## src/rtl/axis_counter_scheduler.sv

```systemverilog
// Drives a stop-mode AXI-Stream ramp counter through queued bursts: each accepted
// descriptor yields R+1 bursts of 0..V separated by max(G,1) cycles of counter reset.
module axis_counter_scheduler #(
  parameter int AXIS_TDATA_WIDTH   = 32,
  parameter int S_AXIS_TDATA_WIDTH = 64,
  parameter int CNTR_WIDTH         = 32,
  parameter int GAP_WIDTH          = 16,
  parameter int REP_WIDTH          = 8
) (
  input  logic                          aclk,
  input  logic                          aresetn,
  input  logic [S_AXIS_TDATA_WIDTH-1:0] s_axis_tdata,
  input  logic                          s_axis_tvalid,
  output logic                          s_axis_tready,
  input  logic [AXIS_TDATA_WIDTH-1:0]   mon_tdata,
  input  logic                          mon_tvalid,
  input  logic                          mon_tready,
  output logic                          cntr_aresetn,
  output logic [CNTR_WIDTH-1:0]         cntr_cfg_data,
  output logic                          sts_busy,
  output logic                          sts_done,
  output logic [31:0]                   sts_bursts
);

  typedef enum logic [1:0] {IDLE, RUN, GAP} state_t;

  state_t                  state_q, state_d;
  logic                    s_tready_q, s_tready_d;
  logic                    cntr_aresetn_q, cntr_aresetn_d;
  logic [CNTR_WIDTH-1:0]   cfg_q, cfg_d;
  logic                    busy_q, busy_d;
  logic                    done_q, done_d;
  logic [31:0]             bursts_q, bursts_d;
  logic [GAP_WIDTH-1:0]    gap_cnt_q, gap_cnt_d;
  logic [GAP_WIDTH-1:0]    gap_len_q, gap_len_d;
  logic [REP_WIDTH-1:0]    rep_cnt_q, rep_cnt_d;

  logic [CNTR_WIDTH-1:0]   desc_v;
  logic [GAP_WIDTH-1:0]    desc_g;
  logic [GAP_WIDTH-1:0]    desc_gap;
  logic [REP_WIDTH-1:0]    desc_r;
  logic                    burst_end;

  // Fields not consumed by the scheduler are folded into a deliberately unused net.
  logic unused_upper_bits;
  assign unused_upper_bits = ^{s_axis_tdata, mon_tdata};

  assign desc_v   = s_axis_tdata[CNTR_WIDTH-1:0];
  assign desc_g   = s_axis_tdata[CNTR_WIDTH +: GAP_WIDTH];
  assign desc_r   = s_axis_tdata[CNTR_WIDTH+GAP_WIDTH +: REP_WIDTH];
  assign desc_gap = (desc_g == '0) ? GAP_WIDTH'(1) : desc_g;

  assign burst_end = mon_tvalid && mon_tready && (mon_tdata[CNTR_WIDTH-1:0] == cfg_q);

  always_comb begin
    state_d        = state_q;
    s_tready_d     = s_tready_q;
    cntr_aresetn_d = cntr_aresetn_q;
    cfg_d          = cfg_q;
    done_d         = 1'b0;
    bursts_d       = bursts_q;
    gap_cnt_d      = gap_cnt_q;
    gap_len_d      = gap_len_q;
    rep_cnt_d      = rep_cnt_q;

    unique case (state_q)
      IDLE: begin
        s_tready_d     = 1'b1;
        cntr_aresetn_d = 1'b0;
        if (s_axis_tvalid && s_tready_q) begin
          s_tready_d = 1'b0;
          cfg_d      = desc_v;
          gap_cnt_d  = desc_gap;
          gap_len_d  = desc_gap;
          rep_cnt_d  = desc_r;
          if (desc_v != '0) begin
            state_d        = RUN;
            cntr_aresetn_d = 1'b1;
          end else begin
            state_d  = GAP;
            bursts_d = bursts_q + 32'd1;
          end
        end
      end

      RUN: begin
        if (burst_end) begin
          state_d        = GAP;
          cntr_aresetn_d = 1'b0;
          bursts_d       = bursts_q + 32'd1;
        end
      end

      GAP: begin
        if (gap_cnt_q <= GAP_WIDTH'(1)) begin
          gap_cnt_d = gap_len_q;
          if (rep_cnt_q != '0) begin
            rep_cnt_d = rep_cnt_q - REP_WIDTH'(1);
            // A zero-length burst never releases the counter; it just counts and re-gaps.
            if (cfg_q != '0) begin
              state_d        = RUN;
              cntr_aresetn_d = 1'b1;
            end else begin
              bursts_d = bursts_q + 32'd1;
            end
          end else begin
            state_d    = IDLE;
            done_d     = 1'b1;
            s_tready_d = 1'b1;
          end
        end else begin
          gap_cnt_d = gap_cnt_q - GAP_WIDTH'(1);
        end
      end

      default: state_d = IDLE;
    endcase

    busy_d = (state_d != IDLE);
  end

  always_ff @(posedge aclk) begin
    if (!aresetn) begin
      state_q        <= IDLE;
      s_tready_q     <= 1'b0;
      cntr_aresetn_q <= 1'b0;
      cfg_q          <= '0;
      busy_q         <= 1'b0;
      done_q         <= 1'b0;
      bursts_q       <= '0;
      gap_cnt_q      <= '0;
      gap_len_q      <= '0;
      rep_cnt_q      <= '0;
    end else begin
      state_q        <= state_d;
      s_tready_q     <= s_tready_d;
      cntr_aresetn_q <= cntr_aresetn_d;
      cfg_q          <= cfg_d;
      busy_q         <= busy_d;
      done_q         <= done_d;
      bursts_q       <= bursts_d;
      gap_cnt_q      <= gap_cnt_d;
      gap_len_q      <= gap_len_d;
      rep_cnt_q      <= rep_cnt_d;
    end
  end

  assign s_axis_tready = s_tready_q;
  assign cntr_aresetn  = cntr_aresetn_q;
  assign cntr_cfg_data = cfg_q;
  assign sts_busy      = busy_q;
  assign sts_done      = done_q;
  assign sts_bursts    = bursts_q;

endmodule

```

## config.mk

```make
export PLATFORM = sky130hd
export DESIGN_NAME = axis_counter_scheduler
export DESIGN_NICKNAME = d
export VERILOG_FILES = /design/src/rtl/axis_counter_scheduler.sv
export SDC_FILE = /design/constraint.sdc
export NUM_CORES = 1
export LEC_CHECK = 0
export BUFFER_PORTS_ARGS = -buffer_cell sky130_fd_sc_hd__buf_2
export CAP_MARGIN = 20
export CORE_ASPECT_RATIO = 1.1
export CORE_MARGIN = 4
export CORE_UTILIZATION = 56
export CTS_CLUSTER_SIZE = 24
export DETAILED_ROUTE_END_ITERATION = 16
export PLACE_DENSITY = 0.86
export SKIP_LAST_GASP = 1
export SLEW_MARGIN = 20
export SYNTH_ARGS = -nofsm -noshare
export SYNTH_HDL_FRONTEND = slang
export SYNTH_SLANG_ARGS = --single-unit
```

## constraint.sdc

```tcl
create_clock -name aclk -period 4.9 [get_ports aclk]
set_input_delay 0.98 -clock aclk [delete_from_list [all_inputs] [get_ports aclk]]
set_output_delay 0.98 -clock aclk [all_outputs]
set_load 0.01 [all_outputs]
```

==> qor.yml, run 1 <==
wl_per_cell_um: 16.40
rsz0062_at_grt: "no"
finalSetupViolCount: 0
areaGrowthSynthToFinish_pct: 17.79
tns_ps: 0
die_h_um: 113.7
fp.coreArea_um2: 9889
dieArea_um2: 11830
die_w_um: 104.1
synth.avg_cell_area_um2: 7.549
worst_setup_path_start_kind: "input pin"
synthTopCellsByCount: "153 x nand2_1, 110 x dfxtp_1, 105 x a21oi_1"
num_rows: 38
ys_seq_area_frac: 0.3874
worstPathRequired_ps: 5190
vias_per_cell: 6.129
leakagePower_nw: 2.657
synth_seq_cells: 110
finClkSkew_ps: 12.87
worstPathArrival_ps: 3740
path_cells: "buf_2 -> nor4_1 -> nand2_1 -> nor4_1 -> buf_4 -> a31oi_1 -> or4_1 -> buf_4 -> or4_1 -> a21oi_1"
syn_area_um2: 5684
synth.net_count: 862
cts_made_buffers: 9
drive_above_1_share: 0.2182
yosysUniqueCellTypes: 52
nets: 993
cts_max_path_buffers: 2
clock_sinks: 110
vdd_ir_drop_max_uv: 168.3
slowest_stage: "or4_1"
numPortBuffers: 160
final_cells: 1010
yosysTopAreaCell: "dfxtp_1"
multiInputGateArea_um2: 3248
fmax_ghz: 0.2897
cp-end-kind: "flip-flop"
finalHoldViolCount: 0
drc: 0
synth_top_area_frac: 0.3874
fill_cells: 879
grt_pass1_wl_mm: 27.44
placed_cells: 993
antenna_found_initial: 1
drv_cap: 0
clock_latency_ps: 370
synth_edf_count: 0
root_buffer: "clkbuf_8"
dp_hpwl_mm: 11.89
grt_util_all_layers: 0.2762
ioPinCount: 169
postRouteWirelength_mm: 16.57
timing_worst_setup_path_type: "input pin to flip-flop"
postCtsSetupRepairBufs: 0
slew_headroom: 0.2992
dr.pass1.iters: 6
grt_overflow: 0
finalMaxSlewViolations: 0
yosys-top-cells-area: "dfxtp_1 39%, nand2_1 10%, a21oi_1 9.2%"
grt_max_degree: 64
ys_warn_count: 0
seq_area_um2: 2202
period_share: 0.7045
syn_inst: 753
ant_nets: 0
max_slew.worst_pin.slew_ps: 1051
design_area_um2: 6695
crit_fanout: 63
start_util: 0.5748
vias: 6190
place_area_um2: 6514
grt_pass1_vias: 5690
clkTransAtPathRegs_ps: 90
synthFlopType: "dfxtp_1"
slowest_delay_ps: 560
synth.most_common_cell: "nand2_1"
drtIter0Drc: 447
synthArstFlopShare: 0
htreeDepth: 3
gp_congestion: 0.9338
hold_path_class: "flip-flop to flip-flop"
outcome: "complete, no violations"
holdBufCountCts: 0
power_density_nw_per_um2: 278.6
hold_ws_ps: 461.1
cts_resized: 0
fin_crit_ps: 3452
cts_tree: "done"
power_mw: 1.865
-- cells by family after synthesis --
group,synth area share
DFF,0.3874
xor gates and xnor gates,0.05239
and+or+nand+nor,0.2807
AOI/OAI and AO/OA,0.2195
buffers and inverters,0.04248
adders and majority gates,0.01761
-- sequential cells by signal, summed over array words and instances, names as in the netlist, 2 cells and up --
| signal | cells |
|---|---|
| sts_bursts | 32 |
| gap_len_q | 16 |
| rep_cnt_q | 8 |
| gap_cnt_q | 16 |
| state_q | 2 |
| cntr_cfg_data | 32 |
-- power breakdown --
| part | switching, mW | internal (mW) |
|---|---|---|
| sequential | 0.0413 | 0.932 |
| clock | 0.325 | 0.191 |
| combinational | 0.234 | 0.143 |
| total | 0.600 | 1.27 |
-- cell type report --
type                            instances  area share
Antenna cell                            1   0.0003738
Sequential cell                       110      0.3289
Tap cell                              120     0.02243
Clock buffer                            9     0.01850
Timing Repair Buffer                  168      0.1286
Multi-Input combinational cell        581      0.4851
Clock inverter                          7    0.008223
Inverter                               14    0.007849
-- stage by stage --
stage / setup WS (ps) / util
final: 1448 / 0.6770
after global routing: 1330 / 0.6770
after CTS: 1486 / 0.6767
after detailed placement: 1099 / 0.6587
after global placement: 1197 / 0.6587
after floorplan: 1533 / -
-- routing by layer --
metal	vias to the layer above	track usage	share of wire
met5	-	0	0
li1	2989	-	-
met4	0	0.1099	0.023
met2	264	0.4534	0.48
met1	2905	0.3665	0.42
met3	32	0.04527	0.077
-- critical path: cells and delay by family --
kind,cells,cell delay (ps)
buffers and inverters,3,610
AO/OA/AOI/OAI,2,250
AND/OR/NAND/NOR,5,1880
-- final timing paths --
check                    from             end  slack [ps]  depth (start not counted)
min              gap_len_q[8]    gap_len_q[8]         460                          2
min reg2reg      gap_len_q[8]    gap_len_q[8]         460                          2
max          s_axis_tdata[10]  sts_bursts[30]        1450                         10
max reg2reg  cntr_cfg_data[2]  sts_bursts[30]        1630                          8
-- layout by cell type, fill, tap and decap left out, types with 17 or more instances in the layout --
cell type  count
nand3_1       19
nand2_1      153
buf_2        160
or3_1         26
xnor2_1       18
a21oi_1      105
nor2_1        37
nand4_1       17
o21ai_0       27
dfxtp_1      110
nor4_1        28
Note: power is estimated with default switching activity, not from simulation.
==> run 2: changes to the inputs <==
--- a/config.mk
+++ b/config.mk
@@ -9,10 +9,10 @@
 export CAP_MARGIN = 20
 export CORE_ASPECT_RATIO = 1.1
 export CORE_MARGIN = 4
-export CORE_UTILIZATION = 56
+export CORE_UTILIZATION = 47
 export CTS_CLUSTER_SIZE = 24
 export DETAILED_ROUTE_END_ITERATION = 16
-export PLACE_DENSITY = 0.86
+export PLACE_DENSITY = 0.77
 export SKIP_LAST_GASP = 1
 export SLEW_MARGIN = 20
 export SYNTH_ARGS = -nofsm -noshare
==> constraint.sdc (replaced) <==
create_clock -name aclk -period 3 [get_ports aclk]
set_input_delay 0.6 -clock aclk [delete_from_list [all_inputs] [get_ports aclk]]
set_output_delay 0.6 -clock aclk [all_outputs]
set_load 0.01 [all_outputs]
==> run 2 against run 1 <==
  * Count of clock-buffer cells in the layout increased by 3
  * Highest routed layer unchanged
  * Critical path type is now flip-flop to flip-flop
  * Via count increased by 0.60%
  * Die area increased by 18%
  * First-iteration DRC count increased by 0.22%
  * Non-clock buffer count increased by 40
  * Hold slack got worse by 5.2 ps
  * Flip-flop and latch count unchanged
  * Power increased by 91%
  * Setup slack got worse by 1400 ps
==> qor.yml, run 2 (synthesis results as in run 1) <==
grt_overflow: 0  # unchanged
fmax_ghz: 0.3377
worstPathArrival_ps: 3240  # -500 ps
grt_util_all_layers: 0.2406  # -0.03562
max_slew.worst_pin.slew_ps: 623.2  # -428.0 ps
drc: 0  # unchanged
power_mw: 3.569  # +91%
ant_nets: 0  # unchanged
antenna_found_initial: 0  # -1
holdPathStages: 2  # unchanged
worstReg2RegStart: "gap_cnt_q[4]"
rrSetupSlack_ps: 40  # -1590 ps
dieArea_um2: 13920  # +18%
clock_latency_ps: 350  # -20 ps
vias_per_cell: 5.776  # -5.7%
multiInputGateArea_um2: 3279  # +0.96%
power_frac_seq: 0.444  # -0.078
fill_cells: 1063  # +21%
rsz0062_at_grt: "yes"
cts_tree: "done"
die_h_um: 123.3  # +8.5%
vias: 6227  # +0.60%
htreeDepth: 3  # unchanged
fp.coreArea_um2: 11640  # +18%
tns_ps: 0  # unchanged
drive_above_1_share: 0.2532  # +0.03501
crit_fanout: 24  # -62%
leakagePower_nw: 2.954  # +11%
worstPathRequired_ps: 3280  # -1910 ps
power_density_nw_per_um2: 491.7  # +76%
timing_worst_setup_path_type: "flip-flop to flip-flop"
startpoint: "gap_cnt_q[4]"
die_w_um: 112.9  # +8.5%
fin_util: 0.6233  # -0.05371
ioPinCount: 169  # unchanged
switchingPower_mw: 0.9934  # +66%
switching_share: 0.2784  # -0.04337
slew_headroom: 0.5807  # +0.2815
numPortBuffers: 160  # unchanged
combPwrFrac: 0.198  # -0.004
seq_area_um2: 2202  # unchanged
crit_end: "sts_bursts[26]"
drv_cap: 0  # unchanged
final_cell_mix: "160 x buf_2, 153 x nand2_1, 110 x dfxtp_1, 105 x a21oi_1, 44 x buf_4"
mostFrequentLayoutCell: "buf_2"
cts_max_path_buffers: 2  # unchanged
start_util: 0.4881  # -0.08665
clock_sinks: 110  # unchanged
r2r_cells: 8  # unchanged
cp-end-kind: "flip-flop"
wl_per_cell_um: 16.12  # -1.7%
holdBufCountCts: 0  # unchanged
fin_crit_ps: 2961
diodes: 0  # -1
finalHoldViolCount: 0  # unchanged
grt_pass1_wl_mm: 27.55  # +0.40%
clkTransAtPathRegs_ps: 70  # -20 ps
finalMaxSlewViolations: 0  # unchanged
finalSetupViolCount: 0  # unchanged
hold_path_class: "flip-flop to flip-flop"
pwr-share-clk: 0.358  # +0.081
postRouteWirelength_mm: 17.38  # +4.9%
worst_setup_path_start_kind: "flip-flop"
finClkSkew_ps: 5.857  # -7.017 ps
areaGrowthSynthToFinish_pct: 27.69
root_buffer: "clkbuf_16"
nets: 1033  # +4.0%
period_share: 0.9870
num_rows: 41  # +7.9%
outcome: "complete, no violations"
vdd_ir_drop_max_uv: 497.5  # +200%
grt_max_degree: 55  # -14%
dr.pass1.iters: 5  # -1
gp_congestion: 0.8924  # -4.4%
drtIter0Drc: 448  # +0.22%
dp_hpwl_mm: 12.27  # +3.3%
internal_power_mw: 2.575  # +100%
r2r-end: "sts_bursts[26]"
cts_made_buffers: 9  # unchanged
grt_pass1_vias: 5843  # +2.7%
run 2: metal layers:
layer	vias up	wire length [um]	GRT usage
li1	3060	-	-
met1	2891	7458	0.3092
met2	228	8324	0.3874
met3	48	1138	0.06021
met4	0	457	0.09842
met5	-	0	0
run 2: timing repair:
item / 4_1_cts / 5_1_grt
setup endpoints to repair: 0 / 18
setup buffers: 0 / 1
resized for setup: 0 / 5
run 2: worst min path at each step:
stage                             start            end  slack [ps]
final                     gap_len_q[15]  gap_len_q[15]         460
after global routing      gap_len_q[14]  gap_len_q[14]         470
after CTS                 gap_len_q[15]  gap_len_q[15]         460
after global placement    gap_len_q[11]  gap_len_q[11]         440
after floorplan           gap_cnt_q[15]  gap_cnt_q[15]         430
after detailed placement  gap_len_q[15]  gap_len_q[15]         450
run 2: layout make-up:
cell class,count,area share
Clock buffer,12,0.03396
Tap cell,150,0.02586
Sequential cell,110,0.3034
Inverter,14,0.007240
Multi-Input combinational cell,581,0.4518
Timing Repair Buffer,208,0.1682
Clock inverter,3,0.009481
run 2: through the flow:
stage | hold slack [ps] | instances | setup slack (ps) | area (um2)
2_1_floorplan | 432.3 | 753 | 12.90 | 5684
3_3_place_gp | 444.8 | 1060 | -288.8 | 6859
3_5_place_dp | 446.7 | 1060 | -370.3 | 6859
4_1_cts | 456.3 | 1075 | 3.075 | 7174
5_1_grt | 475.0 | 1078 | -67.61 | 7258
6_report | 455.9 | 1078 | 38.88 | 7258
run 2: worst max-delay path, stage by stage (launching register included):
cell and delay (ps):
dfxtp_1 320, or4_4 540, or3_4 370, nor3_4 200, a31oi_1 110, or4_4 490, clkbuf_16 210, or4_1 510
a21oi_1 140
run 2: power groups by stage:
stage               Sequential (mW)  Combinational [mW]  Clock, mW
finish                         1.58               0.706       1.28
global route                   1.59               0.785       1.37
CTS                            1.58               0.674       1.31
detailed placement             1.62               0.670          0
global placement               1.61               0.661          0
floorplan                      1.61               0.387          0
==> run 3: changes to the inputs <==
--- a/config.mk
+++ b/config.mk
@@ -7,7 +7,7 @@
 export LEC_CHECK = 0
 export BUFFER_PORTS_ARGS = -buffer_cell sky130_fd_sc_hd__buf_2
 export CAP_MARGIN = 20
-export CORE_ASPECT_RATIO = 1.1
+export CORE_ASPECT_RATIO = 2
 export CORE_MARGIN = 4
 export CORE_UTILIZATION = 47
 export CTS_CLUSTER_SIZE = 24
==> constraint.sdc (replaced) <==
create_clock -name aclk -period 2.5 [get_ports aclk]
set_input_delay 0.5 -clock aclk [delete_from_list [all_inputs] [get_ports aclk]]
set_output_delay 0.5 -clock aclk [all_outputs]
set_load 0.01 [all_outputs]
==> run 3 against run 2 <==
  * Final cell count increased by 7.1%
  * Die area increased by 0.75%
  * The run now ends with setup timing left
  * Clock power increased by 12%
  * Critical endpoint is now sts_bursts[19]
  * Critical path type unchanged
==> qor.yml, run 3 (synthesis results as in run 1) <==
die_h_um: 163.5  # +33%
switching_share: 0.3081  # +0.02978
path_delay_family: "simple AND/OR/NAND/NOR gates"
crit_top_cell: "or4_4"
violations: "setup timing"
num_rows: 56  # +37%
worst_setup_path_start_kind: "flip-flop"
cp-end-kind: "flip-flop"
start_util: 0.4829  # -0.005240
fmax_ghz: 0.3454  # +2.3%
worstPathArrival_ps: 3170  # -70 ps
path_cells: "or4_4 -> or3_4 -> nor3_4 -> a31oi_1 -> or4_4 -> buf_12 -> or4_1 -> a21oi_2"
worstPathRequired_ps: 2780  # -500 ps
vias: 6870  # +10%
areaGrowthSynthToFinish_pct: 39.95
grt_overflow: 0  # unchanged
dieArea_um2: 14020  # +0.75%
drc: 0  # unchanged
numPortBuffers: 160  # unchanged
internal_power_mw: 3.080  # +20%
ioPinCount: 169  # unchanged
wl_per_cell_um: 18.61  # +15%
postRouteWirelength_mm: 21.48  # +24%
clock_sinks: 110  # unchanged
power_density_nw_per_um2: 559.5  # +14%
finClkSkew_ps: 12.71  # +6.856 ps
crit_fanout: 13  # -46%
finalSetupViolCount: 35  # +35
finalMaxSlewViolations: 0  # unchanged
pwr-share-clk: 0.321  # -0.037
die_w_um: 85.76  # -24%
period_share: 1.158  # +0.1712
root_buffer: "clkbuf_16"
nets: 1113  # +7.7%
finalHoldViolCount: 0  # unchanged
final_cell_mix: "160 x buf_2, 153 x nand2_1, 118 x buf_4, 105 x dfxtp_1, 99 x a21oi_1"
drive_above_1_share: 0.3350  # +0.08175
fin_crit_ps: 2896  # -65.53 ps
slowest_stage: "or4_4"
clock_latency_ps: 350  # about the same
rsz0062_at_grt: "yes"
grt_util_all_layers: 0.2950  # +0.05446
grt_pass1_vias: 6613  # +13%
grt_pass1_wl_mm: 32.40  # +18%
grt_max_degree: 77  # +40%
antenna_found_initial: 0  # unchanged
slew_headroom: 0.4756  # -0.1051
cts_tree: "done"
diodes: 0  # unchanged
cts_max_path_buffers: 2  # unchanged
combPwrFrac: 0.254  # +0.056
timing_worst_setup_path_type: "flip-flop to flip-flop"
tns_ps: -10110  # -10110 ps
leakagePower_nw: 3.377  # +14%
hold_path_class: "input pin to flip-flop"
drv_cap: 0  # unchanged
cts_made_buffers: 9  # unchanged
ant_nets: 0  # unchanged
fp.coreArea_um2: 11770  # +1.1%
vias_per_cell: 5.953  # +3.1%
dp_hpwl_mm: 15.69  # +28%
hold_ws_ps: 400.6  # -55.31 ps
power_frac_seq: 0.425  # -0.019
layout_setup_ws_ps: -395.6  # -434.5 ps
slowest_delay_ps: 550  # about the same
clkTransAtPathRegs_ps: 70  # about the same
outcome: "complete, but fails checks"
dr.pass1.iters: 6  # +1
mostFrequentLayoutCell: "buf_2"
drtIter0Drc: 418  # -6.7%
switchingPower_mw: 1.372  # +38%
gp_congestion: 0.9900  # +11%
vdd_ir_drop_max_uv: 379.2  # -24%
crit_buf_inv: 1  # unchanged
htreeDepth: 3  # unchanged
max_slew.worst_pin.slew_ps: 779.5  # +156.3 ps
## run 3: final timing paths
| kind | depth (start not counted) | slack (ps) | start | end |
|---|---|---|---|---|
| max reg2reg | 8 | -400 | gap_cnt_q[4] | sts_bursts[19] |
| min | 3 | 400 | s_axis_tdata[18] | cntr_cfg_data[18] |
| max | 8 | -400 | gap_cnt_q[4] | sts_bursts[19] |
| min reg2reg | 2 | 460 | gap_len_q[8] | gap_len_q[8] |
## run 3: power groups by stage
stage | registers, mW | clock network [mW] | logic [mW]
floorplan | 1.94 | 0 | 0.481
global placement | 1.93 | 0 | 1.00
detailed placement | 1.93 | 0 | 1.01
CTS | 1.89 | 1.44 | 1.06
global route | 1.90 | 1.51 | 1.22
finish | 1.89 | 1.43 | 1.13
## run 3: per-layer routing
metal / global-route usage / part of all wire
met5: 0 / 0
met1: 0.2906 / 0.33
met2: 0.5630 / 0.55
met4: 0.1960 / 0.068
met3: 0.02877 / 0.049
## run 3: final cells by class
class | instances | area, um2
clock buffer | 10 | 239.0
clock inverter | 6 | 50.05
fill | 1066 | 3816
inverter | 14 | 52.55
multi-input combinational | 581 | 3348
sequential | 110 | 2208
tap | 145 | 181.4
timing repair buffer | 288 | 1876
## run 3: repair_timing
item                       4_1_cts  5_1_grt
resized for setup                5       27
pin swaps                        3       11
setup endpoints to repair       42       38
hold buffers                     0        0
gates cloned                     2        0
setup buffers                    1       10
## run 3: worst min-delay path, stage by stage
cell,delay [ps]
buf_2,110
nand2_1,50
a21oi_1,50
## run 3: stage by stage
stage	std cells	power, mW	util	worst slack [ps]	area (um2)
after floorplan	753	2.419	-	-313.5	5725
after global placement	1125	2.930	0.6303	-670.1	7420
after detailed placement	1125	2.943	0.6303	-745.1	7420
after CTS	1144	4.392	0.6627	-382.7	7801
after global routing	1154	4.629	0.6758	-463.7	7955
final	1154	4.451	0.6758	-395.6	7955
